<file path="src/rtl/phy_train_pkg.sv">
// Shared types and helpers for the PHY deskew training controller and its lane trackers.
package phy_train_pkg;

    typedef enum logic [2:0] {
        ST_IDLE,
        ST_SET,
        ST_SETTLE,
        ST_SAMPLE,
        ST_UPDATE,
        ST_APPLY,
        ST_DONE
    } train_state_e;

    // Lengths need one more bit than codes so a full-sweep window (2**CODE_W) fits.
    function automatic int len_width(input int code_w);
        return code_w + 1;
    endfunction

    function automatic int count_width(input int max_val);
        return (max_val < 2) ? 1 : $clog2(max_val + 1);
    endfunction

    // Fallback code for lanes without a usable eye.
    function automatic int unsigned mid_code(input int code_w);
        return 32'd1 << (code_w - 1);
    endfunction

endpackage

</file>
<file path="src/rtl/phy_deskew_lane_tracker.sv">
// Per-lane pattern check, longest-passing-window tracking and final centre selection.
module phy_deskew_lane_tracker
    import phy_train_pkg::*;
#(
    parameter int DATA_W  = 8,
    parameter int CODE_W  = 6,
    parameter int MIN_EYE = 2
) (
    input  logic              clk,
    input  logic              reset,
    input  logic              clr_i,
    input  logic              set_i,
    input  logic              sample_en_i,
    input  logic              update_i,
    input  logic              last_code_i,
    input  logic              apply_i,
    input  logic [CODE_W-1:0] code_i,
    input  logic [DATA_W-1:0] word_i,
    input  logic [DATA_W-1:0] pattern_a_i,
    input  logic [DATA_W-1:0] pattern_b_i,
    output logic [CODE_W-1:0] dl_ctrl_o,
    output logic              lane_pass_o,
    output logic [CODE_W:0]   eye_len_o
);
    localparam int LEN_W = len_width(CODE_W);

    logic              ok_q, ok_d;
    logic [CODE_W-1:0] run_start_q, run_start_d, best_start_q, best_start_d;
    logic [LEN_W-1:0]  run_len_q, run_len_d, best_len_q, best_len_d;
    logic [CODE_W-1:0] dl_q, dl_d;
    logic              pass_q, pass_d;
    logic [LEN_W-1:0]  eye_q, eye_d;

    logic              match;
    logic [CODE_W-1:0] run_start_new;
    logic [LEN_W-1:0]  run_len_new;
    logic [LEN_W-1:0]  centre;

    always_comb begin
        ok_d         = ok_q;
        run_start_d  = run_start_q;
        run_len_d    = run_len_q;
        best_start_d = best_start_q;
        best_len_d   = best_len_q;
        dl_d         = dl_q;
        pass_d       = pass_q;
        eye_d        = eye_q;

        match         = (word_i == pattern_a_i) || (word_i == pattern_b_i);
        run_start_new = run_start_q;
        run_len_new   = run_len_q;
        if (ok_q) begin
            if (run_len_q == '0) run_start_new = code_i;
            run_len_new = run_len_q + LEN_W'(1);
        end
        centre = LEN_W'(best_start_q) + ((best_len_q - LEN_W'(1)) >> 1);

        if (clr_i) begin
            ok_d         = 1'b1;
            run_start_d  = '0;
            run_len_d    = '0;
            best_start_d = '0;
            best_len_d   = '0;
            pass_d       = 1'b0;
            eye_d        = '0;
        end else begin
            if (set_i) dl_d = code_i;
            if (sample_en_i) ok_d = ok_q & match;
            // ok is re-armed here so it is already 1 when the next code's sampling begins.
            if (update_i) begin
                ok_d        = 1'b1;
                run_start_d = run_start_new;
                run_len_d   = run_len_new;
                if (!ok_q || last_code_i) begin
                    if (run_len_new > best_len_q) begin
                        best_start_d = run_start_new;
                        best_len_d   = run_len_new;
                    end
                    run_len_d = '0;
                end
            end
            if (apply_i) begin
                if (best_len_q >= LEN_W'(MIN_EYE)) begin
                    dl_d   = centre[CODE_W-1:0];
                    pass_d = 1'b1;
                end else begin
                    dl_d   = CODE_W'(mid_code(CODE_W));
                    pass_d = 1'b0;
                end
                eye_d = best_len_q;
            end
        end
    end

    always_ff @(posedge clk) begin
        if (reset) begin
            ok_q         <= 1'b0;
            run_start_q  <= '0;
            run_len_q    <= '0;
            best_start_q <= '0;
            best_len_q   <= '0;
            dl_q         <= '0;
            pass_q       <= 1'b0;
            eye_q        <= '0;
        end else begin
            ok_q         <= ok_d;
            run_start_q  <= run_start_d;
            run_len_q    <= run_len_d;
            best_start_q <= best_start_d;
            best_len_q   <= best_len_d;
            dl_q         <= dl_d;
            pass_q       <= pass_d;
            eye_q        <= eye_d;
        end
    end

    assign dl_ctrl_o   = dl_q;
    assign lane_pass_o = pass_q;
    assign eye_len_o   = eye_q;

endmodule

</file>
<file path="src/rtl/phy_deskew_trainer.sv">
// Multi-lane DCDL deskew trainer: sweeps all codes, then centres each lane in its widest eye.
module phy_deskew_trainer
    import phy_train_pkg::*;
#(
    parameter int LANES   = 4,
    parameter int DATA_W  = 8,
    parameter int CODE_W  = 6,
    parameter int SETTLE  = 16,
    parameter int SAMPLES = 8,
    parameter int MIN_EYE = 2
) (
    input  logic                       clk,
    input  logic                       reset,
    input  logic                       start,
    input  logic [DATA_W-1:0]          pattern_a,
    input  logic [DATA_W-1:0]          pattern_b,
    input  logic                       rx_valid,
    input  logic [LANES*DATA_W-1:0]    rx_dout,
    output logic [LANES*CODE_W-1:0]    dl_ctrl,
    output logic                       busy,
    output logic                       done,
    output logic [LANES-1:0]           lane_pass,
    output logic [LANES*(CODE_W+1)-1:0] eye_len
);
    localparam int SET_W = count_width(SETTLE);
    localparam int SMP_W = count_width(SAMPLES);

    train_state_e      state_q, state_d;
    logic [CODE_W-1:0] code_q, code_d;
    logic [SET_W-1:0]  settle_q, settle_d;
    logic [SMP_W-1:0]  smp_q, smp_d;
    logic              busy_q, busy_d, done_q, done_d;

    logic clr_s, set_s, sample_s, update_s, apply_s, last_code_s;

    assign last_code_s = (code_q == {CODE_W{1'b1}});

    always_comb begin
        state_d  = state_q;
        code_d   = code_q;
        settle_d = settle_q;
        smp_d    = smp_q;
        busy_d   = busy_q;
        done_d   = done_q;
        clr_s    = 1'b0;
        set_s    = 1'b0;
        sample_s = 1'b0;
        update_s = 1'b0;
        apply_s  = 1'b0;

        case (state_q)
            ST_IDLE, ST_DONE: begin
                if (start) begin
                    state_d = ST_SET;
                    code_d  = '0;
                    clr_s   = 1'b1;
                    busy_d  = 1'b1;
                    done_d  = 1'b0;
                end
            end
            ST_SET: begin
                set_s    = 1'b1;
                settle_d = SET_W'(SETTLE - 1);
                state_d  = ST_SETTLE;
            end
            ST_SETTLE: begin
                if (settle_q == '0) begin
                    smp_d   = '0;
                    state_d = ST_SAMPLE;
                end else begin
                    settle_d = settle_q - SET_W'(1);
                end
            end
            ST_SAMPLE: begin
                if (rx_valid) begin
                    sample_s = 1'b1;
                    if (smp_q == SMP_W'(SAMPLES - 1)) state_d = ST_UPDATE;
                    else                              smp_d   = smp_q + SMP_W'(1);
                end
            end
            ST_UPDATE: begin
                update_s = 1'b1;
                if (last_code_s) begin
                    state_d = ST_APPLY;
                end else begin
                    code_d  = code_q + CODE_W'(1);
                    state_d = ST_SET;
                end
            end
            ST_APPLY: begin
                apply_s = 1'b1;
                busy_d  = 1'b0;
                done_d  = 1'b1;
                state_d = ST_DONE;
            end
            default: state_d = ST_IDLE;
        endcase
    end

    always_ff @(posedge clk) begin
        if (reset) begin
            state_q  <= ST_IDLE;
            code_q   <= '0;
            settle_q <= '0;
            smp_q    <= '0;
            busy_q   <= 1'b0;
            done_q   <= 1'b0;
        end else begin
            state_q  <= state_d;
            code_q   <= code_d;
            settle_q <= settle_d;
            smp_q    <= smp_d;
            busy_q   <= busy_d;
            done_q   <= done_d;
        end
    end

    assign busy = busy_q;
    assign done = done_q;

    for (genvar l = 0; l < LANES; l++) begin : g_lane
        phy_deskew_lane_tracker #(
            .DATA_W (DATA_W),
            .CODE_W (CODE_W),
            .MIN_EYE(MIN_EYE)
        ) u_trk (
            .clk        (clk),
            .reset      (reset),
            .clr_i      (clr_s),
            .set_i      (set_s),
            .sample_en_i(sample_s),
            .update_i   (update_s),
            .last_code_i(last_code_s),
            .apply_i    (apply_s),
            .code_i     (code_q),
            .word_i     (rx_dout[l*DATA_W +: DATA_W]),
            .pattern_a_i(pattern_a),
            .pattern_b_i(pattern_b),
            .dl_ctrl_o  (dl_ctrl[l*CODE_W +: CODE_W]),
            .lane_pass_o(lane_pass[l]),
            .eye_len_o  (eye_len[l*(CODE_W+1) +: CODE_W+1])
        );
    end

endmodule

</file>
<file path="config.mk">
export PLATFORM = sky130hd
export DESIGN_NAME = phy_deskew_trainer
export DESIGN_NICKNAME = d
export VERILOG_FILES = /design/src/rtl/phy_train_pkg.sv /design/src/rtl/phy_deskew_lane_tracker.sv /design/src/rtl/phy_deskew_trainer.sv
export SDC_FILE = /design/constraint.sdc
export NUM_CORES = 1
export LEC_CHECK = 0
export BUFFER_PORTS_ARGS = -buffer_cell sky130_fd_sc_hd__buf_4
export CORE_UTILIZATION = 32
export CTS_CLUSTER_SIZE = 25
export DETAILED_ROUTE_END_ITERATION = 10
export PLACE_DENSITY = 0.48
export SLEW_MARGIN = 20
export SYNTH_ARGS = -nofsm -noshare
export SYNTH_HDL_FRONTEND = slang
export SYNTH_SLANG_ARGS = --single-unit
</file>
<file path="constraint.sdc">
create_clock -name clk -period 2.2 [get_ports clk]
set_input_delay 0.44 -clock clk [delete_from_list [all_inputs] [get_ports clk]]
set_output_delay 0.44 -clock clk [all_outputs]
set_load 0.02 [all_outputs]
</file>
==> results.md <==
Run status:
- The flow ran to the end, but the final reports show violations.
- The final reports fail on setup timing.

Floorplan:
- The number of top-level pins is 110.
- From left edge to right edge, the die measures 186 µm.
- In this run the core area contains 66 standard-cell rows.
- The floorplan step defined a die boundary enclosing 0.0345 mm².
- The floorplan die height is 186 µm.
- Once the floorplan was initialized, standard cells occupied 32.9% of the core.
- The floorplan step defined a core boundary enclosing 0.0329 mm².

STA:
- The headroom to the max-slew limit is 33.0%.
- The final setup violation count is 52.
- The maximum achievable frequency is 0.426 GHz.
- The setup TNS is -4.54 ns.
- In the post-route analysis, the smallest setup slack over all paths is -0.150 ns.
- The number of endpoints with negative hold slack in the final report came to 0.
- The final critical path time including I/O delays and setup is 2.35 ns.
- Setup repair after global routing could not meet its margin everywhere.
- The final count of pins violating max slew is 0.
- The slew at the pin closest to its max-slew limit is 0.995 ns.
- The final critical-path share of the clock period is 107%.
- Clock skew on the completed layout was measured at 0.0115 ns.

Routing:
- The wire length per cell is 16.5 µm.
- The wire length reported by the detailed router is 33000 µm.
- The via density per instance is 4.94.
- The detailed-routing iteration count for the pre-antenna-repair pass is 5.
- The starting DRC count in detailed routing is 432.
- The detail route stage leaves a number of antenna-violating nets equal to 0.
- The detailed router placed 9863 vias in this run.
- After detailed routing, the number of remaining DRC violations is 0.

Finish:
- After the last flow step, the layout net total stands at 1664.
- Registers take 0.00372 mm².
- The fraction of layout instances using a drive strength above 1 is 28.4%.
- The number of inserted diodes is 0.
- The finished cells cover 0.0145 mm².
- Relative to the synthesized area, the layout overhead comes to 33.8%.
- In the final layout, the multi-input gates occupy 0.00710 mm².
- After filler insertion, the fill cell instance count of the layout stands at 3385.

Logic synthesis:
- The total of flip-flops plus latches after synthesis is 184.
- During synthesis, Yosys emitted a total of 0 warnings.
- After synthesis, flip-flops and latches occupy 34.1% of the total area.
- The async set or reset register ratio after synthesis is 0%.
- Counting every net in the synthesized netlist gives 1450.
- The dominant synthesized flop cell is dfxtp_1.
- Summing every instance area after synthesis gives 0.0108 mm².
- Sorting the synthesized cells by how often they occur yields nand2_1, dfxtp_1, xnor2_1.
- The average footprint of a synthesized cell is 8.16 µm².
- After synthesis, the cell types taking the most area are dfxtp_1, xnor2_1, ha_1.
- The post-synthesis cell type count is 52.
- The most frequent cell after synthesis is nand2_1.
- The number of enable-type register cells in the synthesized netlist is 0.
- The cell count after synthesis came out at 1326.
- The biggest area contributor in the post-synthesis netlist is dfxtp_1.
- The proportion of netlist area held by the largest area contributor is 34.1%.

CTS:
- TritonCTS built the clock tree.
- The deepest clock path buffer count is 2.
- The clock tree root driver cell is clkbuf_16.
- After clock tree synthesis, the clock-pin slew on the worst setup and hold paths is 0.07 ns.
- The post-cts hold buffer count is 0.
- The total number of clock tree sinks is 184.
- TritonCTS created 17 clock buffers.
- At the later pin of the worst-skew pair, clock insertion delay measures 0.44 ns.
- CTS built an H-tree with a depth of 4.

Critical path:
- The slack of the worst reg-to-reg path is -0.15 ns.
- The type of origin of the critical path is a flop.
- The type of the setup path with the least slack is flop to flop.
- Along the worst path, the maximum fanout reaches 6.
- Data on the critical path arrives at its endpoint at 2.71 ns.
- The element type at the critical path end is a flop.
- For the worst setup path, the data required time is 2.56 ns.

Place:
- During placement, the flow inserted port buffers numbering 109.
- The routability congestion estimate is 0.838.
- In this run the cell area measured after placement is 0.0133 mm².
- The estimated wirelength of the detail-placed design is 24700 µm.

Power and ir drop:
- In this run the power density over the cells is 651 mW/mm².
- Across the VDD grid, the largest voltage drop is 0.603 mV.
- The power consumption is 0.00943 W.
- The cell leakage power is 5.76 nW.

Global route:
- The first global-routing pass estimated 53000 µm of wire.
- The maximum number of pins on one net before global-route repair is 106.
- The initial antenna violation count is 0.
- The final global-route overflow total is 0.
- The number of global-route vias before repair is 9834.
- The global-route total usage across every layer is 19.7%.

Flow run:
- The max-capacitance violation count is 0.

Worst hold path:
- The path class of the tightest hold or removal check is primary input to flop.
-- through the flow --
stage | setup WS [ns] | instances | hold slack (ns) | utilization (%)
after floorplan | -0.00287 | 1326 | 0.442 | -
after global placement | -0.157 | 1943 | 0.447 | 40.3
after detailed placement | -0.199 | 1943 | 0.448 | 40.3
after CTS | -0.125 | 1987 | 0.294 | 43.1
after global routing | -0.249 | 1995 | 0.303 | 44.0
final | -0.150 | 1995 | 0.319 | 44.0
-- final timing paths --
path                                                                start                                           end  depth (start not counted)
worst min register to register  g_lane[0].u_trk.eye_len_o[4]$_SDFFE_PP0P_     g_lane[0].u_trk.eye_len_o[4]$_SDFFE_PP0P_                          2
worst min-delay path                                                start                       state_q[2]$_SDFFE_PP0P_                          3
worst max-delay path            g_lane[2].u_trk.run_len_q[1]$_SDFFE_PP0P_  g_lane[2].u_trk.best_start_q[1]$_SDFFE_PP0P_                         12
worst max register to register  g_lane[2].u_trk.run_len_q[1]$_SDFFE_PP0P_  g_lane[2].u_trk.best_start_q[1]$_SDFFE_PP0P_                         12
-- layout make-up --
type | instances | share of cell area [%]
tap | 442 | 3.82
inverter | 55 | 1.43
timing repair buffer | 279 | 15.7
sequential | 184 | 25.7
clock inverter | 11 | 1.09
multi-input combinational | 1003 | 49.0
clock buffer | 21 | 3.26
-- cells in the final DEF, fill, tap and decap left out, types with 10 or more instances in the layout --
cell / netlist / final
nor2_1: 99 / 93
nor4_1: 11 / 11
clkbuf_16: 0 / 18
a21oi_2: 0 / 12
a21o_1: 11 / 11
xnor2_2: 0 / 15
buf_12: 0 / 14
nand3_1: 26 / 22
inv_1: 55 / 52
a22oi_1: 10 / 10
a21oi_1: 124 / 112
o21ai_1: 4 / 10
o21ai_0: 61 / 48
nor3_1: 26 / 23
xnor2_1: 125 / 110
nand4_1: 35 / 35
dfxtp_1: 184 / 169
ha_4: 0 / 10
nand2_1: 214 / 214
ha_1: 68 / 55
buf_4: 9 / 265
mux2_2: 23 / 23
mux2i_1: 61 / 59
-- power breakdown --
group | internal (W) | switching, W
registers | 0.00352 | 0.000176
logic | 0.000951 | 0.00143
clock network | 0.00191 | 0.00143
-- registers in the layout, summed over array words and instances, names as in the netlist --
register,cells
g_lane.u_trk.ok_q,4
g_lane.u_trk.run_start_q,24
state_q,3
smp_q,4
g_lane.u_trk.run_len_q,28
code_q,6
g_lane.u_trk.best_start_q,24
done,1
busy,1
settle_q,5
g_lane.u_trk.eye_len_o,28
g_lane.u_trk.best_len_q,28
g_lane.u_trk.lane_pass_o,4
g_lane.u_trk.dl_ctrl_o,24
-- kinds of logic (layout without fill, tap and decap cells) --
logic type | after synthesis | in the layout | share of synthesized area, %
compound gates | 248 | 248 | 13.4
xor+xnor | 133 | 133 | 10.8
fa+ha+maj | 72 | 72 | 8.61
buf+inv | 139 | 366 | 5.43
flops | 184 | 184 | 34.1
mux | 85 | 85 | 8.14
simple gates | 465 | 465 | 19.6
-- per-layer routing --
| layer | wire, µm | vias to the layer above | GRT usage [%] |
|---|---|---|---|
| met3 | 887 | 21 | 2.74 |
| met1 | 15800 | 4702 | 26.3 |
| met2 | 15700 | 149 | 33.2 |
| li1 | - | 4991 | - |
| met5 | 0 | - | 0 |
| met4 | 556 | 0 | 5.08 |
-- worst max-delay path, stage by stage (launching register included) --
cell and delay (ns):
dfxtp_4 0.37, ha_4 0.13, and4_1 0.21, nand3_2 0.11, xnor2_2 0.16, ha_1 0.33, nand4_1 0.15, nor2_2 0.15
nor2_2 0.06, buf_4 0.15, o311ai_4 0.06, buf_12 0.17, mux2i_2 0.21
-- timing repair --
| action | CTS | global route |
|---|---|---|
| pin swaps | 44 | 35 |
| setup endpoints to repair | 57 | 61 |
| setup buffers | 12 | 8 |
| gates resized for setup | 43 | 52 |
Note: power is estimated with default switching activity, not from simulation.
